==> src/rtl/pll_reset_sequencer.sv <==
// rtl/pll_reset_sequencer.sv - PLL lock qualification, system reset release and SDRAM power-up timer
module pll_reset_sequencer #(
    parameter int LOCK_STABLE_CYCLES = 1024,
    parameter int POWERUP_CYCLES     = 20000,
    parameter int CNT_W              = 16
) (
    input  logic       clk,
    input  logic       rst_n,
    input  logic       pll_locked,
    output logic       sys_rst_n,
    output logic       powerup_done,
    output logic [1:0] state,
    output logic [7:0] lock_loss_count
);

    localparam logic [1:0] WAIT_LOCK = 2'b00;
    localparam logic [1:0] STABLE    = 2'b01;
    localparam logic [1:0] POWERUP   = 2'b10;
    localparam logic [1:0] RUN       = 2'b11;

    localparam logic [CNT_W-1:0] LOCK_LAST    = CNT_W'(LOCK_STABLE_CYCLES - 1);
    localparam logic [CNT_W-1:0] POWERUP_LAST = CNT_W'(POWERUP_CYCLES - 1);

    logic             lock_meta;
    logic             locked_s;
    logic [1:0]       state_q;
    logic [1:0]       state_d;
    logic [CNT_W-1:0] cnt_q;
    logic [CNT_W-1:0] cnt_d;
    logic             loss;
    logic             sys_rst_n_d;
    logic             powerup_done_d;

    always_ff @(posedge clk or negedge rst_n) begin
        if (!rst_n) begin
            lock_meta <= 1'b0;
            locked_s  <= 1'b0;
        end else begin
            lock_meta <= pll_locked;
            locked_s  <= lock_meta;
        end
    end

    // Outputs are registered from the next state so they move on the transition edge.
    always_ff @(posedge clk or negedge rst_n) begin
        if (!rst_n) begin
            state_q         <= WAIT_LOCK;
            cnt_q           <= '0;
            sys_rst_n       <= 1'b0;
            powerup_done    <= 1'b0;
            lock_loss_count <= 8'd0;
        end else begin
            state_q      <= state_d;
            cnt_q        <= cnt_d;
            sys_rst_n    <= sys_rst_n_d;
            powerup_done <= powerup_done_d;
            if (loss && (lock_loss_count != 8'hFF)) begin
                lock_loss_count <= lock_loss_count + 8'd1;
            end
        end
    end

    // A lock drop always takes priority over reaching a terminal count.
    always_comb begin
        state_d = state_q;
        cnt_d   = cnt_q;
        loss    = 1'b0;
        case (state_q)
            WAIT_LOCK: begin
                cnt_d = '0;
                if (locked_s) begin
                    state_d = STABLE;
                end
            end
            STABLE: begin
                if (!locked_s) begin
                    state_d = WAIT_LOCK;
                    cnt_d   = '0;
                end else if (cnt_q == LOCK_LAST) begin
                    state_d = POWERUP;
                    cnt_d   = '0;
                end else begin
                    cnt_d = cnt_q + CNT_W'(1);
                end
            end
            POWERUP: begin
                if (!locked_s) begin
                    state_d = WAIT_LOCK;
                    cnt_d   = '0;
                    loss    = 1'b1;
                end else if (cnt_q == POWERUP_LAST) begin
                    state_d = RUN;
                    cnt_d   = '0;
                end else begin
                    cnt_d = cnt_q + CNT_W'(1);
                end
            end
            default: begin
                cnt_d = '0;
                if (!locked_s) begin
                    state_d = WAIT_LOCK;
                    loss    = 1'b1;
                end
            end
        endcase
    end

    always_comb begin
        sys_rst_n_d    = (state_d == POWERUP) || (state_d == RUN);
        powerup_done_d = (state_d == RUN);
    end

    assign state = state_q;

endmodule

==> config.mk <==
export PLATFORM = sky130hd
export DESIGN_NAME = pll_reset_sequencer
export DESIGN_NICKNAME = d
export VERILOG_FILES = /design/src/rtl/pll_reset_sequencer.sv
export SDC_FILE = /design/constraint.sdc
export NUM_CORES = 1
export LEC_CHECK = 0
export CAP_MARGIN = 40
export CORE_ASPECT_RATIO = 0.6
export CORE_MARGIN = 2
export CORE_UTILIZATION = 41
export DETAILED_ROUTE_END_ITERATION = 8
export PLACE_DENSITY = 0.65
export SLEW_MARGIN = 20
export SYNTH_ARGS = -nofsm -noshare
export SYNTH_HDL_FRONTEND = slang
export SYNTH_SLANG_ARGS = --single-unit
export TNS_END_PERCENT = 5
==> constraint.sdc <==
create_clock -name clk -period 6.2 [get_ports clk]
set_input_delay 0.93 -clock clk [delete_from_list [all_inputs] [get_ports clk]]
set_output_delay 0.93 -clock clk [all_outputs]
set_load 0.02 [all_outputs]
==> reports/metrics.cfg <==
[final_layout]
final_util_pct = 50.4
layout_common_cells = dfrtp_1, xnor2_1, a21oi_1, clkdlybuf4s50_1
drive_above_1_share_pct = 7.78
final_common_cell = dfrtp_1
num_antenna_cells = 0
n_fill_cell = 330
fin_nets = 175
area_growth_syn_to_layout_pct = 20.0

[die]
start_util_pct = 42.0
ios = 15
dieArea_mm2 = 0.00422
die_w_um = 82.6
die_h_um = 51.1
core-area_mm2 = 0.00362
rows = 17

[pwr]
p_leak_nw = 0.740
power_density_mw_per_mm2 = 308
fin_total_pwr_mw = 0.562
ir_drop_v = 0.000130

[worst_setup_path]
r2r_start = cnt_q[7]
arrival_ns = 1.40
critPathKind = reg2out
crit_cells = 1
critPathTopFamily = buffers and inverters
reg2reg_depth = 4
crit_chain = clkdlybuf4s50_1
cp.required_ns = 5.27
startpoint = state[0]
crit_buf_inv = 1
slowest_delay_ns = 0.66
cp_max_fo = 7
cp-end-kind = output port
start_kind = flip-flop
crit_slowest_cell = clkdlybuf4s50_1

[sta]
rsz0062_at_grt = false
tns_ns = 0
slew_headroom_pct = 50.3
report.final.slew_viol_count = 0
min_period_over_period_pct = 37.6
fin_hold_ws_ns = 0.360
skew_ns = 0.00517
period_minus_slack_ns = 2.33
finalSetupViolations = 0
worstMarginPinSlew_ns = 0.745
max_freq_mhz = 429
fin_ws_ns = 3.87
hold_violations = 0

[global_route]
grt.overflow.total = 0
grt_start_max_net_pins = 31
antenna_found_initial = 0
grt_pass1_vias = 1055
grtUsageMet3_pct = 4.77
grt_pass1_wl_um = 5070
track_usage_pct = 16.5
met1_usage_pct = 25.1
gr-max-usage-layer = met1
grt_use_met2_pct = 21.0

[cts]
ctsHtreeMaxLevel = 2
cts_root_buffer = clkbuf_8
cts_setup_buffers = 0
clk_pin_slew_ns = 0.06
cts_hold_buf = 0
clock_path_buffers = 2
cts_tree = built
cts_inserted_buffers = 5
cts_repair_resize_count = 0
clk_latency_ns = 0.27
clock_sinks = 30

[logic_synthesis]
synth_edf_count = 0
netlist.area_leader.share_pct = 49.4
synthArstFlopShare_pct = 100
synth.top_cells.by_area = dfrtp_1, xnor2_1, a21oi_1
syn_nets = 156
netlist_area_mm2 = 0.00152
synthFlopType = dfrtp_1
yosys.cell_types.count = 33
syn_inst = 147
postSynthAreaPerCell_um2 = 10.3
synth_top_cell_by_area = dfrtp_1
seq_area_frac_synth_pct = 49.4
ys_warn_count = 0
ys_seq_elements = 30

[placed_design]
place_hpwl_um = 2140
port_buffers = 14
gp_congestion = 0.810
pre_cts_ws_ns = 3.89

[min_path]
whs_path_depth = 0
min_path_type = reg2reg
hold_start = lock_meta

[run]
maxCapViolations = 0

[drt]
vias_per_cell = 5.46
drt-initial-drc-count = 102
ant_nets = 0
drt-total-wl_um = 3030
drc = 0
vias = 1169
drt_first_pass_iters = 4
post_drt_wl_per_cell_um = 14.2

[outcome]
outcome = finished clean

==> cells by family after synthesis <==
logic type | share of synthesized area (%)
AO/OA/AOI/OAI | 11.8
XOR/XNOR | 11.5
buffers and inverters | 2.31
AND/OR/NAND/NOR | 20.0
flip-flops | 49.4
adder cells (fa/ha/maj) | 4.94
==> layer usage <==
layer | part of all wire [%] | up-vias
met5 | 0 | -
met4 | 1.5 | 0
met3 | 2.8 | 4
met2 | 42 | 19
met1 | 53 | 574
li1 | - | 572
==> area by class of cell <==
type | count | area [µm²] | share of cell area, %
inverters | 6 | 22.5 | 1.24
clock buffers | 8 | 110 | 6.04
well taps | 47 | 58.8 | 3.23
multi-input cells | 108 | 733 | 40.2
flip-flops and latches | 30 | 751 | 41.2
repair buffers | 15 | 148 | 8.10
==> path summary, 6_finish.rpt <==
kind                                      end  slack, ns
setup reg to reg                    cnt_q[15]       3.87
setup / recovery                     state[0]       3.87
hold / removal                       locked_s       0.36
hold reg to reg                      locked_s       0.36
min in group asynchronous  lock_loss_count[0]       1.04
max in group asynchronous            cnt_q[7]       4.88
==> metrics by stage <==
| stage | instance area [µm²] | cells |
|---|---|---|
| 3_5_place_dp | 1710 | 206 |
| 4_1_cts | 1820 | 214 |
| 3_3_place_gp | 1710 | 206 |
| 5_1_grt | 1820 | 214 |
| 6_report | 1820 | 214 |
| 2_1_floorplan | 1520 | 147 |
==> power by group <==
| part | total (mW) | internal (mW) | switching, mW |
|---|---|---|---|
| Sequential | 0.241 | 0.214 | 0.0267 |
| Combinational | 0.139 | 0.0623 | 0.0765 |
| Clock | 0.182 | 0.112 | 0.0699 |
==> synth_stat cells (2+ instances only) <==
cell,count
dfrtp_1,30
o21a_1,2
clkbuf_1,2
nand4_1,7
or3_1,4
nand2_1,10
nor2_1,4
or4_1,2
nor3_1,5
a21oi_1,15
nor4_1,4
ha_1,6
o21ai_0,3
xor2_1,5
xnor2_1,15
inv_1,6
nand3_1,10
and3_1,2
==> registers in the layout, summed over array words and instances (netlist names) <==
register,cells
powerup_done,1
lock_loss_count,8
cnt_q,16
sys_rst_n,1
state,2
lock_meta,1
locked_s,1
Note: power is estimated with default switching activity, not from simulation.
